===== src/rtl/cgra_in_loader_pkg.sv =====
// Shared types for the CGRA input loader.
// Lane word layout and FSM encodings used by the loader and its bench.
package cgra_loader_pkg;

    localparam int DEF_NUM_LANES = 16;
    localparam int DEF_DATA_W    = 32;
    localparam int DEF_CNT_W     = 16;
    localparam int LANE_W        = DEF_DATA_W + 1;

    typedef enum logic [1:0] {
        LOAD  = 2'd0,
        ISSUE = 2'd1,
        BUSY  = 2'd2
    } state_e;

    typedef struct packed {
        logic                  v;
        logic [DEF_DATA_W-1:0] data;
    } lane_word_t;

    function automatic int idx_w(input int n);
        return (n > 1) ? $clog2(n) : 1;
    endfunction

endpackage


===== src/rtl/cgra_in_loader_if.sv =====
// Operand stream, accelerator handshake and lane bus of the loader.
// master = loader side, slave = core/CGRA side.
interface cgra_in_loader_if
    import cgra_loader_pkg::*;
#(
    parameter int NUM_LANES = DEF_NUM_LANES,
    parameter int DATA_W    = DEF_DATA_W,
    parameter int CNT_W     = DEF_CNT_W
);

    logic                            s_valid;
    logic                            s_ready;
    logic [DATA_W-1:0]               s_data;
    logic                            s_last;
    logic                            flush;
    logic                            launch;
    logic                            acc_ready;
    logic                            acc_done;
    logic [NUM_LANES*(DATA_W+1)-1:0] ins_flat;
    logic [1:0]                      state_o;
    logic [CNT_W-1:0]                batch_cnt;

    modport master (
        input  s_valid,
        input  s_data,
        input  s_last,
        input  flush,
        input  acc_ready,
        input  acc_done,
        output s_ready,
        output launch,
        output ins_flat,
        output state_o,
        output batch_cnt
    );

    modport slave (
        output s_valid,
        output s_data,
        output s_last,
        output flush,
        output acc_ready,
        output acc_done,
        input  s_ready,
        input  launch,
        input  ins_flat,
        input  state_o,
        input  batch_cnt
    );

endinterface


===== src/rtl/cgra_in_loader_lane_bank.sv =====
// Lane register bank: indexed write, synchronous clear,
// flattened read-out with the valid bits gated by show_v.
module cgra_lane_bank #(
    parameter int NUM_LANES = 16,
    parameter int DATA_W    = 32,
    parameter int IDX_W     = 4
) (
    input  logic                            clock,
    input  logic                            reset_n,
    input  logic                            we,
    input  logic [IDX_W-1:0]                widx,
    input  logic [DATA_W-1:0]               wdata,
    input  logic                            clr,
    input  logic                            show_v,
    output logic [NUM_LANES*(DATA_W+1)-1:0] ins_flat
);

    localparam int LW = DATA_W + 1;

    logic [DATA_W-1:0]    data_q [NUM_LANES];
    logic [NUM_LANES-1:0] v_q;

    always_ff @(posedge clock or negedge reset_n) begin
        if (!reset_n) begin
            for (int i = 0; i < NUM_LANES; i++) begin
                data_q[i] <= '0;
            end
            v_q <= '0;
        end else if (clr) begin
            for (int i = 0; i < NUM_LANES; i++) begin
                data_q[i] <= '0;
            end
            v_q <= '0;
        end else if (we) begin
            data_q[widx] <= wdata;
            v_q[widx]    <= 1'b1;
        end
    end

    for (genvar i = 0; i < NUM_LANES; i++) begin : g_rd
        assign ins_flat[i*LW +: LW] = {v_q[i] & show_v, data_q[i]};
    end

endmodule


===== src/rtl/cgra_in_loader.sv =====
// Producer side of the CGRA input lanes: gathers a batch of
// operand words, launches it, waits for completion, reloads.
module cgra_in_loader
    import cgra_loader_pkg::*;
#(
    parameter int NUM_LANES = DEF_NUM_LANES,
    parameter int DATA_W    = DEF_DATA_W,
    parameter int CNT_W     = DEF_CNT_W
) (
    input  logic              clock,
    input  logic              reset_n,
    cgra_in_loader_if.master  bus
);

    localparam int IDX_W = idx_w(NUM_LANES);

    localparam logic [IDX_W-1:0] LAST_IDX = IDX_W'(NUM_LANES - 1);

    localparam logic [1:0] ST_LOAD  = LOAD;
    localparam logic [1:0] ST_ISSUE = ISSUE;
    localparam logic [1:0] ST_BUSY  = BUSY;

    logic [1:0]       state;
    logic [1:0]       state_nx;
    logic [IDX_W-1:0] idx;
    logic [IDX_W-1:0] idx_nx;
    logic [CNT_W-1:0] cnt;
    logic [CNT_W-1:0] cnt_nx;
    logic             beat;
    logic             last_beat;
    logic             clr;

    // handshake outputs decode from state only
    assign bus.s_ready   = (state == ST_LOAD);
    assign bus.launch    = (state == ST_ISSUE);
    assign bus.state_o   = state;
    assign bus.batch_cnt = cnt;

    assign beat      = bus.s_valid && (state == ST_LOAD) && !bus.flush;
    assign last_beat = bus.s_last || (idx == LAST_IDX);

    assign clr = bus.flush
               || ((state == ST_BUSY) && bus.acc_done)
               || (state == 2'd3);

    always_comb begin
        state_nx = state;
        idx_nx   = idx;
        cnt_nx   = cnt;
        if (bus.flush) begin
            state_nx = ST_LOAD;
            idx_nx   = '0;
        end else begin
            case (state)
                ST_LOAD: begin
                    if (beat) begin
                        if (last_beat) begin
                            idx_nx   = '0;
                            state_nx = ST_ISSUE;
                        end else begin
                            idx_nx = idx + 1'b1;
                        end
                    end
                end
                ST_ISSUE: begin
                    if (bus.acc_ready) begin
                        cnt_nx   = cnt + 1'b1;
                        state_nx = ST_BUSY;
                    end
                end
                ST_BUSY: begin
                    if (bus.acc_done) begin
                        state_nx = ST_LOAD;
                    end
                end
                default: begin
                    state_nx = ST_LOAD;
                    idx_nx   = '0;
                end
            endcase
        end
    end

    always_ff @(posedge clock or negedge reset_n) begin
        if (!reset_n) begin
            state <= ST_LOAD;
            idx   <= '0;
            cnt   <= '0;
        end else begin
            state <= state_nx;
            idx   <= idx_nx;
            cnt   <= cnt_nx;
        end
    end

    cgra_lane_bank #(
        .NUM_LANES (NUM_LANES),
        .DATA_W    (DATA_W),
        .IDX_W     (IDX_W)
    ) u_bank (
        .clock    (clock),
        .reset_n  (reset_n),
        .we       (beat),
        .widx     (idx),
        .wdata    (bus.s_data),
        .clr      (clr),
        .show_v   (bus.launch),
        .ins_flat (bus.ins_flat)
    );

endmodule


===== src/flat_wrapper.sv =====
// flat-port wrapper written by rule: the top's interface ports become plain ports
module cgra_in_loader_flat import cgra_loader_pkg::*;
#(
    parameter int NUM_LANES = DEF_NUM_LANES,
    parameter int DATA_W    = DEF_DATA_W,
    parameter int CNT_W     = DEF_CNT_W
)
  (clock, reset_n, bus_s_valid, bus_s_data, bus_s_last, bus_flush, bus_acc_ready, bus_acc_done, bus_s_ready, bus_launch, bus_ins_flat, bus_state_o, bus_batch_cnt);
  cgra_in_loader_if #(.NUM_LANES(NUM_LANES), .DATA_W(DATA_W), .CNT_W(CNT_W)) bus_i ();
  input  logic clock;
  input  logic reset_n;
  input wire logic [$bits(bus_i.s_valid)-1:0] bus_s_valid;
  input wire logic [$bits(bus_i.s_data)-1:0] bus_s_data;
  input wire logic [$bits(bus_i.s_last)-1:0] bus_s_last;
  input wire logic [$bits(bus_i.flush)-1:0] bus_flush;
  input wire logic [$bits(bus_i.acc_ready)-1:0] bus_acc_ready;
  input wire logic [$bits(bus_i.acc_done)-1:0] bus_acc_done;
  output wire logic [$bits(bus_i.s_ready)-1:0] bus_s_ready;
  output wire logic [$bits(bus_i.launch)-1:0] bus_launch;
  output wire logic [$bits(bus_i.ins_flat)-1:0] bus_ins_flat;
  output wire logic [$bits(bus_i.state_o)-1:0] bus_state_o;
  output wire logic [$bits(bus_i.batch_cnt)-1:0] bus_batch_cnt;
  assign bus_i.s_valid = bus_s_valid;
  assign bus_i.s_data = bus_s_data;
  assign bus_i.s_last = bus_s_last;
  assign bus_i.flush = bus_flush;
  assign bus_i.acc_ready = bus_acc_ready;
  assign bus_i.acc_done = bus_acc_done;
  assign bus_s_ready = bus_i.s_ready;
  assign bus_launch = bus_i.launch;
  assign bus_ins_flat = bus_i.ins_flat;
  assign bus_state_o = bus_i.state_o;
  assign bus_batch_cnt = bus_i.batch_cnt;
  cgra_in_loader #(.NUM_LANES(NUM_LANES), .DATA_W(DATA_W), .CNT_W(CNT_W)) u_core (.clock(clock), .reset_n(reset_n), .bus(bus_i));
endmodule

===== config.mk =====
export PLATFORM = sky130hd
export DESIGN_NAME = cgra_in_loader_flat
export DESIGN_NICKNAME = d
export VERILOG_FILES = /design/src/rtl/cgra_in_loader_pkg.sv /design/src/rtl/cgra_in_loader_if.sv /design/src/rtl/cgra_in_loader_lane_bank.sv /design/src/rtl/cgra_in_loader.sv /design/src/flat_wrapper.sv
export SDC_FILE = /design/constraint.sdc
export NUM_CORES = 1
export LEC_CHECK = 0
export ABC_AREA = 1
export BUFFER_PORTS_ARGS = -buffer_cell sky130_fd_sc_hd__clkbuf_2
export CORE_AREA = 4 4 225 227
export DETAILED_ROUTE_END_ITERATION = 7
export DIE_AREA = 0 0 229 231
export PLACE_DENSITY = 0.76
export SLEW_MARGIN = 25
export SYNTH_ARGS = -nofsm -noshare
export SYNTH_HDL_FRONTEND = slang
export SYNTH_SLANG_ARGS = --single-unit

===== constraint.sdc =====
create_clock -name clock -period 1.7 [get_ports clock]
set_input_delay 0.17 -clock clock [delete_from_list [all_inputs] [get_ports clock]]
set_output_delay 0.17 -clock clock [all_outputs]
set_load 0.01 [all_outputs]

=== Word-level counts from Yosys, hierarchy flattened ===
Index checks and enable logic that the tools add are counted.

* Add/sub/neg operators: 2
* Order comparisons: 4
* Eq/ne operators: 9
* Muxes and demuxes: 19
* Bitwise gates (word level): 19
* Reductions and logical operators: 15

{| class="wikitable"
|+ Operator list
! operator !! count
|-
| 512-bit two-way mux || 2
|-
| 512-bit bitwise mux || 1
|-
| 32-bit demux with 4-bit select || 1
|-
| 16-bit two-way mux || 2
|-
| 32-bit two-way mux || 1
|-
| 16-bit by 1-bit adder with 16-bit output (second input constant) || 1
|-
| 1-bit AND || 16
|-
| 16-bit OR || 1
|-
| 4-bit two-way mux || 3
|-
| 2-bit two-way mux || 5
|-
| 4-bit case mux with 2 select lines || 1
|-
| 3-bit by 2-bit inequality test with 1-bit output (second input constant) || 2
|-
| 3-bit inequality test (second input constant) || 2
|-
| 2-bit case mux with 3 select lines || 1
|-
| 5-bit greater-or-equal comparator (second input constant) || 1
|-
| 1-bit logical AND || 5
|-
| 4-bit by 5-bit < comparator with 1-bit output (second input constant) || 1
|-
| 5-bit by 1-bit < comparator with 1-bit output (second input constant) || 1
|-
| 4-bit NOT with 5-bit output || 1
|-
| 4-bit by 1-bit adder with 4-bit output (second input constant) || 1
|-
| 1-bit demux with 4-bit select || 1
|-
| 2-bit == test (second input constant) || 2
|-
| 4-bit == test (second input constant) || 1
|-
| 4-bit by 1-bit greater-or-equal comparator with 1-bit output (second input constant) || 1
|-
| other kinds (12) || 14
|}

* Bits in registers: 550
* Bits of input ports: 39
* Output and inout bits: 548

=== Longest topological paths before layout ===
* Depth after elaboration: 8
* Gate-level depth with buffers: 10

=== By module ===
A second synthesis with hierarchy kept.

* Cell total of the unflattened synthesis: 2600
* Area, all modules: 22499.1 sq um

{| class="wikitable"
|+ By module, submodules not included
! module !! times used !! cells an instance !! area an instance (sq um) !! seq. area each (sq um)
|-
| cgra_lane_bank || 1 || 2436 || 21175.3 || 13212.7
|-
| cgra_in_loader || 1 || 164 || 1323.8 || 550.5
|}

=== Worst setup path after synthesis ===
OpenSTA, ideal clock, no wires.

* Kind: reg2reg
* Start point: register u_core.state[0] (netlist: u_core.bus.state_o[0])
* End point: register u_core.u_bank.data_q (netlist bit u_core.u_bank.ins_flat[275])
* Arrival time: 1.684 ns
* Data required time: 1.565 ns
* Setup slack: -0.119 ns
* Stages on the path, launching flop included: 11
* Clock period less this slack: 1.819 ns
* Path through: dfrtp_1 > inv_1 > ha_1 > nand2_2 > nor2_4 > buf_6 > nand4_1 > buf_2 > buf_2 > nand3_1 > o21ai_0

* Elaborated cells between the ends (all ways): 10
* Classes of those cells: 2 x eq/ne; 1 x mux; 7 x reduce/logical

{| class="wikitable"
|+ RTL lines
! item !! RTL line !! text
|-
| start, declared || cgra_in_loader.sv:23 || <nowiki>logic [1:0] state;</nowiki>
|-
| start signal, assigned || cgra_in_loader.sv:90 || <nowiki>state <= state_nx;</nowiki>
|-
| 2-bit logical NOT || n/a ||
|-
| via bus_s_ready || flat_wrapper.sv:18 || <nowiki>output wire logic [$bits(bus_i.s_ready)-1:0] bus_s_ready;</nowiki>
|-
| 1-bit logical AND (2 in series) || cgra_in_loader.sv:39 || <nowiki>assign beat = bus.s_valid && (state == ST_LOAD) && !bus.flush;</nowiki>
|-
| 2-bit nonzero test (no line) || n/a ||
|-
| end signal, assigned by index || cgra_in_loader_lane_bank.sv:35 || <nowiki>data_q[widx] <= wdata;</nowiki>
|-
| end, declared || cgra_in_loader_lane_bank.sv:20 || <nowiki>logic [DATA_W-1:0] data_q [NUM_LANES];</nowiki>
|}

The timed path passes the listed nets, and every way through them passes these cells.
A chain may end at the register's enable or synchronous reset.

=== Final worst setup path ===
* Start point: register u_core.state[1] (netlist: u_core.bus.state_o[1])
* End point: register u_core.u_bank.data_q (netlist bit u_core.u_bank.ins_flat[381])

* Cells in the longest elaborated chain, start to end: 5
* Elaborated cells between the ends (all ways): 10
* Classes of those cells: 2 x eq/ne; 1 x mux; 7 x reduce/logical

{| class="wikitable"
|+ Ends and longest elaborated chain
! item !! RTL line !! text
|-
| 2-bit == test || cgra_in_loader.sv:43 || <nowiki>|| ((state == ST_BUSY) && bus.acc_done)</nowiki>
|-
| 1-bit logical AND || cgra_in_loader.sv:43 ||
|-
| 1-bit logical OR || cgra_in_loader.sv:43 ||
|-
| 1-bit logical OR || cgra_in_loader.sv:44 || <nowiki>|| (state == 2'd3);</nowiki>
|-
| 512-bit two-way mux / 2-bit nonzero test (equally long branches) || n/a ||
|}

Parallel ways exist; a longest one is shown, timed or not.

==> impl_metrics.env <==
export IMPL_pre_cts_slack_ns=-0.2051
export IMPL_syn_to_final_growth_pct=53.14
export IMPL_cpPeakStageDelay_ns=0.44
export IMPL_grt_usage_pct=32.18
export IMPL_clock_path_buffers=3
export IMPL_critPathKind="flop to flop"
export IMPL_place_inst=3225
export IMPL_crit_path_frequent_cell="buf_12"
export IMPL_synth_top_area_share_pct=64.69
export IMPL_ys_async_sr_fraction_pct=100.0
export IMPL_crit_path_max_fanout=8
export IMPL_endpoint_kind="flop"
export IMPL_grt_ovfl_total=0
export IMPL_cp_arrival_ns=2.70
export IMPL_min_path_cells=5
export IMPL_post_route_util_pct=66.98
export IMPL_wirelength_um=98370
export IMPL_worstPathCellList="inv_4 > ha_4 > nand2_4 > nor2_4 > buf_12 > buf_12 > nand4_1 > buf_12 > buf_16 > o21ai_2"
export IMPL_die_area_um2=52900
export IMPL_finalHoldViolCount=0
export IMPL_yosys_area_top_type="dfrtp_1"
export IMPL_min_period_over_period_pct=133.0
export IMPL_ir_drop_mv=0.7716
export IMPL_vias_per_cell=6.183
export IMPL_combPwrFrac_pct=12.0
export IMPL_clk_pin_slew_ns=0.07
export IMPL_ant_nets=0
export IMPL_max_clock_freq_mhz=442.2
export IMPL_drt_iter0_markers=2862
export IMPL_synthTopCellsByArea="dfrtp_1 (65%), nand3_1 (10%), o21ai_0 (10%)"
export IMPL_final_instance_count_excl_fill=3484
export IMPL_clk_latency_ns=0.59
export IMPL_dr_pass1_iters=8
export IMPL_num_vias=21540
export IMPL_synth_top_flop_cell="dfrtp_1"
export IMPL_cts_max_level=2
export IMPL_finalPower_mw=29.56
export IMPL_syn_inst=2084
export IMPL_cp_top_family="buffers and inverters"
export IMPL_cts_buffers=54
export IMPL_p_clk_share_pct=42.3
export IMPL_gp_congestion=0.8856
export IMPL_wl_per_cell_um=28.23
export IMPL_cp_start_kind="flop"
export IMPL_fin_worst_skew_ns=0.01533
export IMPL_ys_seq_area_share_pct=64.69
export IMPL_first_global_vias=21130
export IMPL_drive_gt1_share_pct=44.60
export IMPL_drv_cap=0
export IMPL_syn_num_nets=2133
export IMPL_p_int_mw=21.86
export IMPL_postSynthAreaPerCell_um2=10.21
export IMPL_sw_frac_of_total_pct=26.05
export IMPL_p_seq_share_pct=45.7
export IMPL_core_um2=48650
export IMPL_hpwl_um=51080
export IMPL_grt_pass1_wl_um=130900
export IMPL_p_leak_nw=16.03
export IMPL_synthDistinctLibCells=25
export IMPL_drc=0
export IMPL_port_buffers=586
export IMPL_tightest_slew_ns=0.6096
export IMPL_p_switching_mw=7.700
export IMPL_die_w_um=229
export IMPL_hold_path_class="input pin to flop"
export IMPL_start_util_pct=43.73
export IMPL_placementRows=81
export IMPL_final_min_clock_period_ns=2.262
export IMPL_violations="negative setup slack"
export IMPL_setup_violations=553
export IMPL_yosysWarningCount=0
export IMPL_reg2regPathDepth=10
export IMPL_synth_area_um2=21280
export IMPL_cp_depth=10
export IMPL_root_buffer="clkbuf_16"
export IMPL_status="finished, violations left"
export IMPL_cp_num_buf_inv=5
export IMPL_crit_required_ns=2.13
export IMPL_ys_seq_elements=550
export IMPL_synth_edf_count=0
export IMPL_slew_viol_final=0
export IMPL_fill_cells=3254
export IMPL_cellPowerDensity_nw_per_um2=907.3
export IMPL_timing_final_ws_setup_ns=-0.5616
export IMPL_ios=587
export IMPL_cts_sinks=550
export IMPL_grt_max_degree=66
export IMPL_nets=2864
export IMPL_cts_tree="yes"
export IMPL_rsz0062_at_grt="true"
export IMPL_slew_headroom_pct=59.36
export IMPL_antenna_found_initial=4
export IMPL_critPathSlowestCell="dfrtp_2"
export IMPL_die_h_um=231
-- layer usage --
metal	routed length, µm	GRT usage, %	part of all wire (%)	vias up
li1	-	-	-	8642
met1	33290	39.38	34	10490
met2	45750	52.98	47	1841
met3	11960	6.848	12	560
met4	7329	18.81	7.5	6
met5	37	0	0.038	-
-- registers in the layout, indices dropped and copies added (netlist names) --
name and flops:
u_core.u_bank.v_q 16, u_core.bus.state_o 2, u_core.idx 4, u_core.u_bank.ins_flat 512
u_core.bus.batch_cnt 16
-- cell type report --
class                           count  area [µm²]  area share (%)
Antenna cell                        1       2.502        0.007681
Clock buffer                       83        1624           4.985
Clock inverter                     19       209.0          0.6413
Inverter                          101       407.9           1.252
Multi-Input combinational cell   1237        7949           24.40
Sequential cell                   550       13770           42.25
Tap cell                          622       778.2           2.389
Timing Repair Buffer              869        7825           24.02
Timing Repair inverter              2       20.02         0.06144
-- worst reg2reg max path, cell delays in order, from the launching register on --
cell,delay (ns)
dfrtp_2,0.44
inv_4,0.10
ha_4,0.16
nand2_4,0.07
nor2_4,0.15
buf_12,0.13
buf_12,0.09
nand4_1,0.12
buf_12,0.21
buf_16,0.20
o21ai_2,0.42
-- power groups by stage --
stage	clock network [mW]	logic (mW)	registers (mW)
2_1_floorplan	0	0.939	13.8
3_3_place_gp	0	2.48	13.7
3_5_place_dp	0	2.54	13.7
4_1_cts	12.5	3.21	13.5
5_1_grt	13.1	3.71	13.5
6_report	12.5	3.55	13.5
-- repair_timing --
item | 4_1_cts | 5_1_grt
gates resized for setup | 378 | 390
setup buffers | 36 | 13
pin swaps | 6 | 12
hold buffers | 35 | 0
endpoints found under the setup margin | 521 | 553
cloned | 52 | 27
hold endpoints to repair | 456 | 0
-- cell families after synthesis --
logic type | count (synthesis) | share of synthesized area (%)
compound gates | 534 | 12.63
xor+xnor | 9 | 0.3705
fa+ha+maj | 10 | 0.5881
buf+inv | 297 | 6.734
flops | 550 | 64.69
simple gates | 684 | 14.99
-- cell usage after synthesis (all sizes together) (5+ instances only) --
cell    number
buf        134
nand2      206
nand3      431
xnor2        5
clkbuf      62
nor2        24
a21oi       16
ha          10
inv        101
o21ai      517
dfrtp      550
nand4       20
-- worst paths after layout --
check	start	end	slack, ns
worst max-delay path	u_core.bus.state_o[1]	u_core.u_bank.ins_flat[381]	-0.56
worst min-delay path	bus_s_last	u_core.bus.state_o[1]	0.11
min in group asynchronous	reset_n	u_core.u_bank.v_q[13]	0.19
worst max register to register	u_core.bus.state_o[1]	u_core.u_bank.ins_flat[381]	-0.56
max in group asynchronous	reset_n	u_core.u_bank.ins_flat[341]	0.66
worst min register to register	u_core.u_bank.ins_flat[58]	u_core.u_bank.ins_flat[58]	0.49
-- per-stage QoR --
stage          TNS, ns  hold WS [ns]  area, µm²
2_1_floorplan        0       -0.1256      21300
3_3_place_gp    -6.439        0.1586      25830
3_5_place_dp    -20.18        0.1731      25830
4_1_cts         -82.17       0.04062      30760
5_1_grt        -138.09        0.1066      32580
6_report       -109.11        0.1118      32580
-- cell usage in the layout (no fill, tap or decap), drive strengths merged, types with 10 or more instances in the layout --
master,n
buf,235
nand3,431
clkbuf,679
o21ai,517
inv,105
a21oi,16
nand4,20
ha,10
dlygate4sd3,35
dfrtp,550
nor2,24
nand2,206
clkinv,12
Note: power is estimated with default switching activity, not from simulation.
